## src/rtl/rs_age_select_pkg.sv

```systemverilog
// Shared types for the age-ordered reservation station.
//   TAG            physical register tag carried on the CDB
//   SRC_TAG        one source operand: valid (operand exists), ready, phys_reg
//   DECODER_PACKET instruction as delivered by ID; rs_idx is filled on issue
//   RS_ENTRY_T     one reservation-station slot {busy, issued, packet}
// rs_idx is RS_IDX_W bits wide, which covers RS_DEPTH up to 16.
package rs_age_select_pkg;

  localparam int PREG_W   = 6;
  localparam int RS_IDX_W = 4;

  typedef logic [PREG_W-1:0] TAG;

  typedef struct packed {
    logic valid;
    logic ready;
    TAG   phys_reg;
  } SRC_TAG;

  typedef struct packed {
    logic [7:0]          opcode;
    TAG                  dest;
    SRC_TAG              t1;
    SRC_TAG              t2;
    logic [RS_IDX_W-1:0] rs_idx;
  } DECODER_PACKET;

  typedef struct packed {
    logic          busy;
    logic          issued;
    DECODER_PACKET packet;
  } RS_ENTRY_T;

  // An operand stops blocking issue once it is absent or already ready.
  function automatic logic src_ok(SRC_TAG s);
    return !s.valid || s.ready;
  endfunction

endpackage

```

## src/rtl/rs_age_select_if.sv

```systemverilog
// Dispatch / wakeup / issue / release bundle of the reservation station.
//   master : the pipeline side (ID, CDB, IS, EX) that drives requests
//   slave  : the reservation station itself
// Signals: squash, dispatch_en/packet/ready, free_count, cdb_en/tag,
//          issue_stall/valid/packet/idx, release_en/idx.
interface rs_age_select_if #(
  parameter int RS_DEPTH  = 8,
  parameter int CDB_WIDTH = 2
);
  import rs_age_select_pkg::*;

  localparam int IDX_W = $clog2(RS_DEPTH);

  logic                    squash;
  logic                    dispatch_en;
  DECODER_PACKET           dispatch_packet;
  logic                    dispatch_ready;
  logic [IDX_W:0]          free_count;
  logic [CDB_WIDTH-1:0]    cdb_en;
  TAG   [CDB_WIDTH-1:0]    cdb_tag;
  logic                    issue_stall;
  logic                    issue_valid;
  DECODER_PACKET           issue_packet;
  logic [IDX_W-1:0]        issue_idx;
  logic                    release_en;
  logic [IDX_W-1:0]        release_idx;

  modport master (
    output squash, dispatch_en, dispatch_packet, cdb_en, cdb_tag,
           issue_stall, release_en, release_idx,
    input  dispatch_ready, free_count, issue_valid, issue_packet, issue_idx
  );

  modport slave (
    input  squash, dispatch_en, dispatch_packet, cdb_en, cdb_tag,
           issue_stall, release_en, release_idx,
    output dispatch_ready, free_count, issue_valid, issue_packet, issue_idx
  );

endinterface

```

## src/rtl/rs_age_select_age_matrix.sv

```systemverilog
// Age matrix for oldest-first selection among RS_DEPTH entries.
// age_q[i][j] = 1 means entry j is older than entry i.
//   clock, clear     : clock and synchronous active-high clear (reset or squash)
//   alloc_en/idx     : entry being written this cycle
//   busy             : current busy vector (becomes the new entry's row)
//   eligible         : entries ready to issue this cycle
//   grant_valid/idx  : the single oldest eligible entry
module rs_age_select_age_matrix #(
  parameter  int RS_DEPTH = 8,
  localparam int IDX_W    = $clog2(RS_DEPTH)
) (
  input  logic                clock,
  input  logic                clear,
  input  logic                alloc_en,
  input  logic [IDX_W-1:0]    alloc_idx,
  input  logic [RS_DEPTH-1:0] busy,
  input  logic [RS_DEPTH-1:0] eligible,
  output logic                grant_valid,
  output logic [IDX_W-1:0]    grant_idx
);

  logic [RS_DEPTH-1:0] age_q [RS_DEPTH];
  logic [RS_DEPTH-1:0] win;

  // A new entry is younger than everything currently busy. Clearing its
  // column wipes stale "older" marks left by the previous occupant, so
  // rows of freed entries never need scrubbing.
  always_ff @(posedge clock) begin
    if (clear) begin
      for (int r = 0; r < RS_DEPTH; r++) age_q[r] <= '0;
    end else if (alloc_en) begin
      for (int r = 0; r < RS_DEPTH; r++) age_q[r][alloc_idx] <= 1'b0;
      age_q[alloc_idx] <= busy;
    end
  end

  // Ages form a strict total order over busy entries, so at most one
  // eligible entry has no eligible elder.
  always_comb begin
    win         = '0;
    grant_valid = 1'b0;
    grant_idx   = '0;
    for (int i = 0; i < RS_DEPTH; i++) begin
      win[i] = eligible[i] && ((age_q[i] & eligible) == '0);
    end
    for (int i = 0; i < RS_DEPTH; i++) begin
      if (win[i] && !grant_valid) begin
        grant_valid = 1'b1;
        grant_idx   = IDX_W'(i);
      end
    end
  end

endmodule

```

## src/rtl/rs_age_select.sv

```systemverilog
// Reservation station with RS_DEPTH generic entries, CDB_WIDTH wakeup ports
// and oldest-first issue. Sits between ID (dispatch) and IS (issue); EX frees
// entries through release_en/release_idx.
//   clock : system clock
//   reset : synchronous, active-high
//   bus   : rs_age_select_if.slave (dispatch, CDB, issue, release, squash)
// Build option RS_CDB_BYPASS_EN: when defined, a CDB hit in the current cycle
// counts as ready for eligibility (0-cycle wakeup); otherwise only the stored
// ready bit counts and issue follows the broadcast by one cycle.
module rs_age_select
  import rs_age_select_pkg::*;
#(
  parameter int RS_DEPTH  = 8,
  parameter int CDB_WIDTH = 2
) (
  input logic           clock,
  input logic           reset,
  rs_age_select_if.slave bus
);

  localparam int             IDX_W   = $clog2(RS_DEPTH);
  localparam logic [IDX_W:0] CNT_ONE = 1;

  RS_ENTRY_T           rs_q [RS_DEPTH];
  logic [RS_DEPTH-1:0] busy_vec;
  logic [RS_DEPTH-1:0] eligible_vec;
  logic [RS_DEPTH-1:0] t1_hit;
  logic [RS_DEPTH-1:0] t2_hit;
  logic [IDX_W-1:0]    alloc_idx;
  logic                alloc_found;
  logic                alloc_en;
  logic [IDX_W:0]      free_cnt;
  logic                grant_valid;
  logic [IDX_W-1:0]    grant_idx;
  logic                fire;
  logic                clear;
  logic                disp_t1_hit;
  logic                disp_t2_hit;
  DECODER_PACKET       disp_pkt;
  DECODER_PACKET       issue_pkt;

  function automatic logic cdb_match(TAG tag, logic [CDB_WIDTH-1:0] en,
                                     TAG [CDB_WIDTH-1:0] tags);
    logic hit;
    hit = 1'b0;
    for (int p = 0; p < CDB_WIDTH; p++) begin
      if (en[p] && tags[p] == tag) hit = 1'b1;
    end
    return hit;
  endfunction

  assign clear = reset | bus.squash;

  // Per-entry CDB compare and eligibility.
  // NOTE: every always_comb output gets a default first, so no path leaves
  // a value held and no latch is inferred.
  always_comb begin
    busy_vec     = '0;
    eligible_vec = '0;
    t1_hit       = '0;
    t2_hit       = '0;
    for (int i = 0; i < RS_DEPTH; i++) begin
      busy_vec[i] = rs_q[i].busy;
      t1_hit[i]   = cdb_match(rs_q[i].packet.t1.phys_reg, bus.cdb_en, bus.cdb_tag);
      t2_hit[i]   = cdb_match(rs_q[i].packet.t2.phys_reg, bus.cdb_en, bus.cdb_tag);
`ifdef RS_CDB_BYPASS_EN
      eligible_vec[i] = rs_q[i].busy && !rs_q[i].issued &&
                        (src_ok(rs_q[i].packet.t1) || t1_hit[i]) &&
                        (src_ok(rs_q[i].packet.t2) || t2_hit[i]);
`else
      eligible_vec[i] = rs_q[i].busy && !rs_q[i].issued &&
                        src_ok(rs_q[i].packet.t1) && src_ok(rs_q[i].packet.t2);
`endif
    end
  end

  // Lowest free index and free-entry popcount, both from registered busy
  // only, so dispatch_ready has no path from dispatch_en.
  always_comb begin
    alloc_idx   = '0;
    alloc_found = 1'b0;
    free_cnt    = '0;
    for (int i = 0; i < RS_DEPTH; i++) begin
      if (!busy_vec[i]) begin
        free_cnt = free_cnt + CNT_ONE;
        if (!alloc_found) begin
          alloc_found = 1'b1;
          alloc_idx   = IDX_W'(i);
        end
      end
    end
  end

  assign alloc_en           = bus.dispatch_en && alloc_found;
  assign bus.dispatch_ready = alloc_found;
  assign bus.free_count     = free_cnt;

  // Capture a broadcast that lands in the dispatch cycle so it is not lost.
  always_comb begin
    disp_t1_hit = cdb_match(bus.dispatch_packet.t1.phys_reg, bus.cdb_en, bus.cdb_tag);
    disp_t2_hit = cdb_match(bus.dispatch_packet.t2.phys_reg, bus.cdb_en, bus.cdb_tag);
    disp_pkt    = bus.dispatch_packet;
    if (disp_pkt.t1.valid && disp_t1_hit) disp_pkt.t1.ready = 1'b1;
    if (disp_pkt.t2.valid && disp_t2_hit) disp_pkt.t2.ready = 1'b1;
    disp_pkt.rs_idx = RS_IDX_W'(alloc_idx);
  end

  rs_age_select_age_matrix #(.RS_DEPTH(RS_DEPTH)) u_age (
    .clock       (clock),
    .clear       (clear),
    .alloc_en    (alloc_en),
    .alloc_idx   (alloc_idx),
    .busy        (busy_vec),
    .eligible    (eligible_vec),
    .grant_valid (grant_valid),
    .grant_idx   (grant_idx)
  );

  always_comb begin
    issue_pkt        = rs_q[grant_idx].packet;
    issue_pkt.rs_idx = RS_IDX_W'(grant_idx);
  end

  assign bus.issue_valid  = grant_valid;
  assign bus.issue_idx    = grant_idx;
  assign bus.issue_packet = issue_pkt;
  assign fire             = grant_valid && !bus.issue_stall;

  // Within one entry the later assignment wins: issue, then release, then
  // allocation (allocation only targets a non-busy entry, so it never
  // collides with release or issue).
  // NOTE: only busy/issued are reset; the payload is qualified by busy and
  // is simply overwritten on allocation, so it carries no reset.
  always_ff @(posedge clock) begin
    if (clear) begin
      for (int i = 0; i < RS_DEPTH; i++) begin
        rs_q[i].busy   <= 1'b0;
        rs_q[i].issued <= 1'b0;
      end
    end else begin
      for (int i = 0; i < RS_DEPTH; i++) begin
        // NOTE: non-blocking assignments here, so every entry sees the
        // pre-edge state regardless of loop order.
        if (rs_q[i].busy) begin
          if (rs_q[i].packet.t1.valid && t1_hit[i]) rs_q[i].packet.t1.ready <= 1'b1;
          if (rs_q[i].packet.t2.valid && t2_hit[i]) rs_q[i].packet.t2.ready <= 1'b1;
        end
        if (fire && grant_idx == IDX_W'(i)) rs_q[i].issued <= 1'b1;
        if (bus.release_en && bus.release_idx == IDX_W'(i) && rs_q[i].busy) begin
          rs_q[i].busy   <= 1'b0;
          rs_q[i].issued <= 1'b0;
        end
        if (alloc_en && alloc_idx == IDX_W'(i)) begin
          rs_q[i].busy   <= 1'b1;
          rs_q[i].issued <= 1'b0;
          rs_q[i].packet <= disp_pkt;
        end
      end
    end
  end

endmodule

```

## src/flat_wrapper.sv

```systemverilog
// flat-port wrapper written by rule: the top's interface ports become plain ports
module rs_age_select_flat import rs_age_select_pkg::*;
#(
  parameter int RS_DEPTH  = 8,
  parameter int CDB_WIDTH = 2
)
  (clock, reset, bus_squash, bus_dispatch_en, bus_dispatch_packet, bus_cdb_en, bus_cdb_tag, bus_issue_stall, bus_release_en, bus_release_idx, bus_dispatch_ready, bus_free_count, bus_issue_valid, bus_issue_packet, bus_issue_idx);
  rs_age_select_if #(.RS_DEPTH(RS_DEPTH), .CDB_WIDTH(CDB_WIDTH)) bus_i ();
  input logic clock;
  input logic reset;
  input wire logic [$bits(bus_i.squash)-1:0] bus_squash;
  input wire logic [$bits(bus_i.dispatch_en)-1:0] bus_dispatch_en;
  input wire logic [$bits(bus_i.dispatch_packet)-1:0] bus_dispatch_packet;
  input wire logic [$bits(bus_i.cdb_en)-1:0] bus_cdb_en;
  input wire logic [$bits(bus_i.cdb_tag)-1:0] bus_cdb_tag;
  input wire logic [$bits(bus_i.issue_stall)-1:0] bus_issue_stall;
  input wire logic [$bits(bus_i.release_en)-1:0] bus_release_en;
  input wire logic [$bits(bus_i.release_idx)-1:0] bus_release_idx;
  output wire logic [$bits(bus_i.dispatch_ready)-1:0] bus_dispatch_ready;
  output wire logic [$bits(bus_i.free_count)-1:0] bus_free_count;
  output wire logic [$bits(bus_i.issue_valid)-1:0] bus_issue_valid;
  output wire logic [$bits(bus_i.issue_packet)-1:0] bus_issue_packet;
  output wire logic [$bits(bus_i.issue_idx)-1:0] bus_issue_idx;
  assign bus_i.squash = bus_squash;
  assign bus_i.dispatch_en = bus_dispatch_en;
  assign bus_i.dispatch_packet = bus_dispatch_packet;
  assign bus_i.cdb_en = bus_cdb_en;
  assign bus_i.cdb_tag = bus_cdb_tag;
  assign bus_i.issue_stall = bus_issue_stall;
  assign bus_i.release_en = bus_release_en;
  assign bus_i.release_idx = bus_release_idx;
  assign bus_dispatch_ready = bus_i.dispatch_ready;
  assign bus_free_count = bus_i.free_count;
  assign bus_issue_valid = bus_i.issue_valid;
  assign bus_issue_packet = bus_i.issue_packet;
  assign bus_issue_idx = bus_i.issue_idx;
  rs_age_select #(.RS_DEPTH(RS_DEPTH), .CDB_WIDTH(CDB_WIDTH)) u_core (.clock(clock), .reset(reset), .bus(bus_i));
endmodule
```

## config.mk

```make
export PLATFORM = sky130hd
export DESIGN_NAME = rs_age_select_flat
export DESIGN_NICKNAME = d
export VERILOG_FILES = /design/src/rtl/rs_age_select_pkg.sv /design/src/rtl/rs_age_select_if.sv /design/src/rtl/rs_age_select_age_matrix.sv /design/src/rtl/rs_age_select.sv /design/src/flat_wrapper.sv
export SDC_FILE = /design/constraint.sdc
export NUM_CORES = 1
export LEC_CHECK = 0
export CORE_MARGIN = 5
export CORE_UTILIZATION = 40
export CTS_BUF_LIST = sky130_fd_sc_hd__clkbuf_4 sky130_fd_sc_hd__clkbuf_8 sky130_fd_sc_hd__clkbuf_16
export DETAILED_ROUTE_END_ITERATION = 16
export HOLD_SLACK_MARGIN = 0.1
export PLACE_DENSITY = 0.54
export SLEW_MARGIN = 20
export SYNTH_ARGS = -nofsm -noshare
export SYNTH_HDL_FRONTEND = slang
export SYNTH_SLANG_ARGS = --single-unit
```

## constraint.sdc

```tcl
create_clock -name clock -period 5.2 [get_ports clock]
set_input_delay 0.52 -clock clock [delete_from_list [all_inputs] [get_ports clock]]
set_output_delay 0.52 -clock clock [all_outputs]
set_load 0.01 [all_outputs]
```

==> parameters.txt <==
Parameter                              Value

Status
  Result of the run    completed

Routing
  Total wire length after detailed routing    55000 um
  Post-route ant nets    0
  Via density per instance    5.91
  DRC    0
  Vias after detailed routing    12200
  Number of iterations in the first detailed-routing pass    5
  Detailed-route wire length per cell    26.7 um
  Initial DRC Count    1282

Setup path
  Family with the most delay on the worst path    simple AND/OR/NAND/NOR gates
  Cell depth of the worst flop-to-flop path    15
  Number of cells on the critical path    11
  Buffers plus inverters on the worst setup path    2
  Ordered cell list for the critical path    and2b_1 > and3_1 > a21oi_1 > and4b_1 > nor4b_4 > o211ai_1 > a21oi_4 > buf_12 > a22oi_1 > a22oi_1 > clkdlybuf4s50_1
  Library cell contributing the largest single delay on the critical path    sky130_fd_sc_hd__clkdlybuf4s50_1
  Classification of the worst setup path    flop to primary output
  Max stage delay on crit path    0.64 ns
  Crit path launch type    flop
  Worst setup EP type    primary output
  Maximum fanout along the worst path    51
  Library cell appearing most often on the critical path    sky130_fd_sc_hd__a22oi_1
  Critical path data arrival time    4.60 ns
  Critical path required time    4.68 ns

Clock network
  Clock H-tree levels    2
  CTS sink count    320
  TritonCTS clock tree    built
  Clock transition at path regs    0.06 ns
  CTS Buffer Depth    3
  Clock insertion delay at the later pin of the skew report    0.54 ns
  Hold-fix buffers at CTS    0
  Clock tree root driver cell    sky130_fd_sc_hd__clkbuf_16
  Number of buffers inserted during clock tree synthesis    37

Power
  Fraction of power consumed by sequential logic    0.430
  Sw Share    0.276
  Overall power of the completed layout    6.89 mW
  Share of total power in the clock network    0.355
  Cell-internal power    4.99 mW
  Net Sw Power    1.90 mW
  Combinational group share of total power    0.215
  Leakage power of the design    7.07 nW
  Cell Pwr Density    347 nW/um^2
  Largest vdd supply drop    264 uV

STA
  Post-layout minimum cycle time    5.12 ns
  Total negative slack for setup checks    0 ns
  Period Utilization, post-route    0.984
  Hold Fails Final Rpt    0
  Highest clock rate    195 MHz
  Smallest setup slack after layout    0.0846 ns
  Final slew viol count    0
  Worst setup skew after layout    0.0279 ns
  RSZ-0062 raised after global routing    true
  Relative slew slack    0.384
  Final Setup Violations    0
  Slew at the pin closest to its max-slew limit    0.924 ns

Min path
  Hold/Removal Path Class    flop to flop
  Hold Path Cell Cnt    2

Finish
  Sequential standard cell area    9600 sq um
  Post-layout nets    1560
  Core utilization of the finished layout    0.474
  Count of filler cells inserted in the layout    3792
  Layout overhead on the synthesized area    17.3%
  Most common cell after layout, fill and taps aside    sky130_fd_sc_hd__edfxtp_1
  Most used cells in the layout excluding fill and tap cells    sky130_fd_sc_hd__edfxtp_1 (319), sky130_fd_sc_hd__xnor2_1 (124), sky130_fd_sc_hd__xor2_1 (104)
  Number of antenna cells inserted    0
  Fraction of layout cells with a size suffix above 1    0.124
  Area occupied by multi-input gates    6690 sq um

Run
  Max_cap viols    0

Global route
  Maximum number of pins on one net before global-route repair    63
  First-pass GRT wire length    80500 um
  Met2 track demand over resource    0.363
  Overall global routing resource usage    0.230
  Met3 capacity usage during global routing    0.0439
  Met1 global-route usage    0.326
  Number of antenna violations at the first check in global routing    4
  Vias in the first global route    12200
  Layer with the highest usage    met2
  Grt total ovfl    0

Die
  Total I/O pin count    100
  Core region area    41900 sq um
  Initial standard-cell utilization of the core    0.404
  Row Count    75
  Die boundary height    216 um
  Full die area    46500 sq um
  Die W    216 um

Yosys
  Count of mapped cells out of synthesis    1388
  Post-synth top flop    sky130_fd_sc_hd__edfxtp_1
  Sequential cell area fraction in the yosys report    0.568
  Synth unique cells    71
  Mean instance size in the synthesized netlist    12.2 sq um
  Post-synthesis instance area    16900 sq um
  Synth warnings    0
  Number of synthesized flops with an enable pin    319
  Async set-reset flop share out of synthesis    0
  Synthesized flop and latch total    320

Placed design
  IO Port Bufs    94
  Detail Placement HPWL    36600 um
  Gp weighted congestion    0.911
  Worst slack after detailed placement    0.348 ns
-- per-stage QoR --
stage                     instance area (sq um)  instances  hold WS, ns
after floorplan                           16900       1393        0.456
after global placement                    18700       1993        0.480
after detailed placement                  18700       1993        0.490
after CTS                                 19800       2056        0.500
after global routing                      19800       2058        0.526
final                                     19800       2058        0.500
-- worst paths after layout --
check	slack [ns]	startpoint	to
worst min-delay path	0.50	u_core.rs_q[0][17]	u_core.rs_q[0][17]
worst max register to register	1.19	u_core.rs_q[0][34]	u_core.rs_q[0][33]
worst max-delay path	0.08	u_core.rs_q[0][33]	bus_issue_packet[14]
worst min register to register	0.50	u_core.rs_q[0][17]	u_core.rs_q[0][17]
-- per-layer routing --
metal / part of all wire / wire length [um]
met1: 0.44 / 23900
met2: 0.46 / 25100
met3: 0.082 / 4500
met4: 0.025 / 1360
met5: 0.00060 / 33
-- final cells by class --
cell class | count | area share
clock buffer | 47 | 0.0508
clock inverter | 16 | 0.00549
inverter | 54 | 0.0102
multi-input combinational | 915 | 0.337
sequential | 320 | 0.484
tap | 539 | 0.0340
timing repair buffer | 167 | 0.0781
-- power by group through the flow --
| stage | sequential, mW | combinational (mW) | clock, mW |
|---|---|---|---|
| after floorplan | 3.00 | 0.842 | 0 |
| after global placement | 3.01 | 1.45 | 0 |
| after detailed placement | 3.01 | 1.47 | 0 |
| after CTS | 2.96 | 1.47 | 2.49 |
| after global routing | 2.97 | 1.60 | 2.60 |
| final | 2.96 | 1.48 | 2.44 |
-- registers in the layout, indices dropped and copies added, names as in the netlist --
| signal | count |
|---|---|
| u_core.rs_q | 256 |
| u_core.u_age.age_q | 64 |
-- Yosys cell counts (5+ instances only) --
cell	number	area share
sky130_fd_sc_hd__a21boi_0	7	0.0031
sky130_fd_sc_hd__a21oi_1	6	0.0018
sky130_fd_sc_hd__a221o_1	12	0.0071
sky130_fd_sc_hd__a221oi_1	30	0.016
sky130_fd_sc_hd__a221oi_2	18	0.016
sky130_fd_sc_hd__a22oi_1	66	0.029
sky130_fd_sc_hd__a2bb2oi_1	12	0.0062
sky130_fd_sc_hd__and2_1	49	0.018
sky130_fd_sc_hd__and2b_1	5	0.0022
sky130_fd_sc_hd__and3_1	27	0.010
sky130_fd_sc_hd__buf_1	12	0.0027
sky130_fd_sc_hd__buf_2	40	0.012
sky130_fd_sc_hd__buf_4	7	0.0031
sky130_fd_sc_hd__buf_6	6	0.0040
sky130_fd_sc_hd__clkbuf_1	39	0.0087
sky130_fd_sc_hd__edfxtp_1	319	0.57
sky130_fd_sc_hd__ha_1	8	0.0059
sky130_fd_sc_hd__inv_1	48	0.011
sky130_fd_sc_hd__mux2i_1	14	0.0083
sky130_fd_sc_hd__nand2_1	83	0.018
sky130_fd_sc_hd__nand2b_1	21	0.0078
sky130_fd_sc_hd__nand3_1	30	0.0089
sky130_fd_sc_hd__nand4_1	71	0.026
sky130_fd_sc_hd__nor2_1	63	0.014
sky130_fd_sc_hd__nor2b_1	13	0.0048
sky130_fd_sc_hd__nor4_1	37	0.014
sky130_fd_sc_hd__o2111ai_1	24	0.012
sky130_fd_sc_hd__o21ai_0	9	0.0027
sky130_fd_sc_hd__or2_2	6	0.0022
sky130_fd_sc_hd__xnor2_1	125	0.065
sky130_fd_sc_hd__xor2_1	104	0.054
-- cell families (layout without fill, tap and decap cells) --
group / Yosys count / after routing / share of synthesized area
mux: 17 / 17 / 0.0103
xor+xnor: 229 / 229 / 0.119
buf+inv: 158 / 284 / 0.0422
compound gates: 222 / 222 / 0.114
fa+ha+maj: 8 / 8 / 0.00592
other cells: 1 / 6 / 0.000222
flops: 320 / 320 / 0.568
simple gates: 433 / 433 / 0.141
-- timing repair --
action                                  in CTS  in global routing
endpoints found under the setup margin       8                 18
pin swaps                                    0                  2
hold endpoints to repair                     0                  0
gates resized for setup                      7                  6
buffers inserted                             0                  2
-- tightest hold or removal path: stages (launching register included) --
cell,delay [ns]
sky130_fd_sc_hd__dfxtp_1,0.32
sky130_fd_sc_hd__nand2_1,0.06
sky130_fd_sc_hd__o211ai_1,0.07
(Power assumes the default switching activity.)
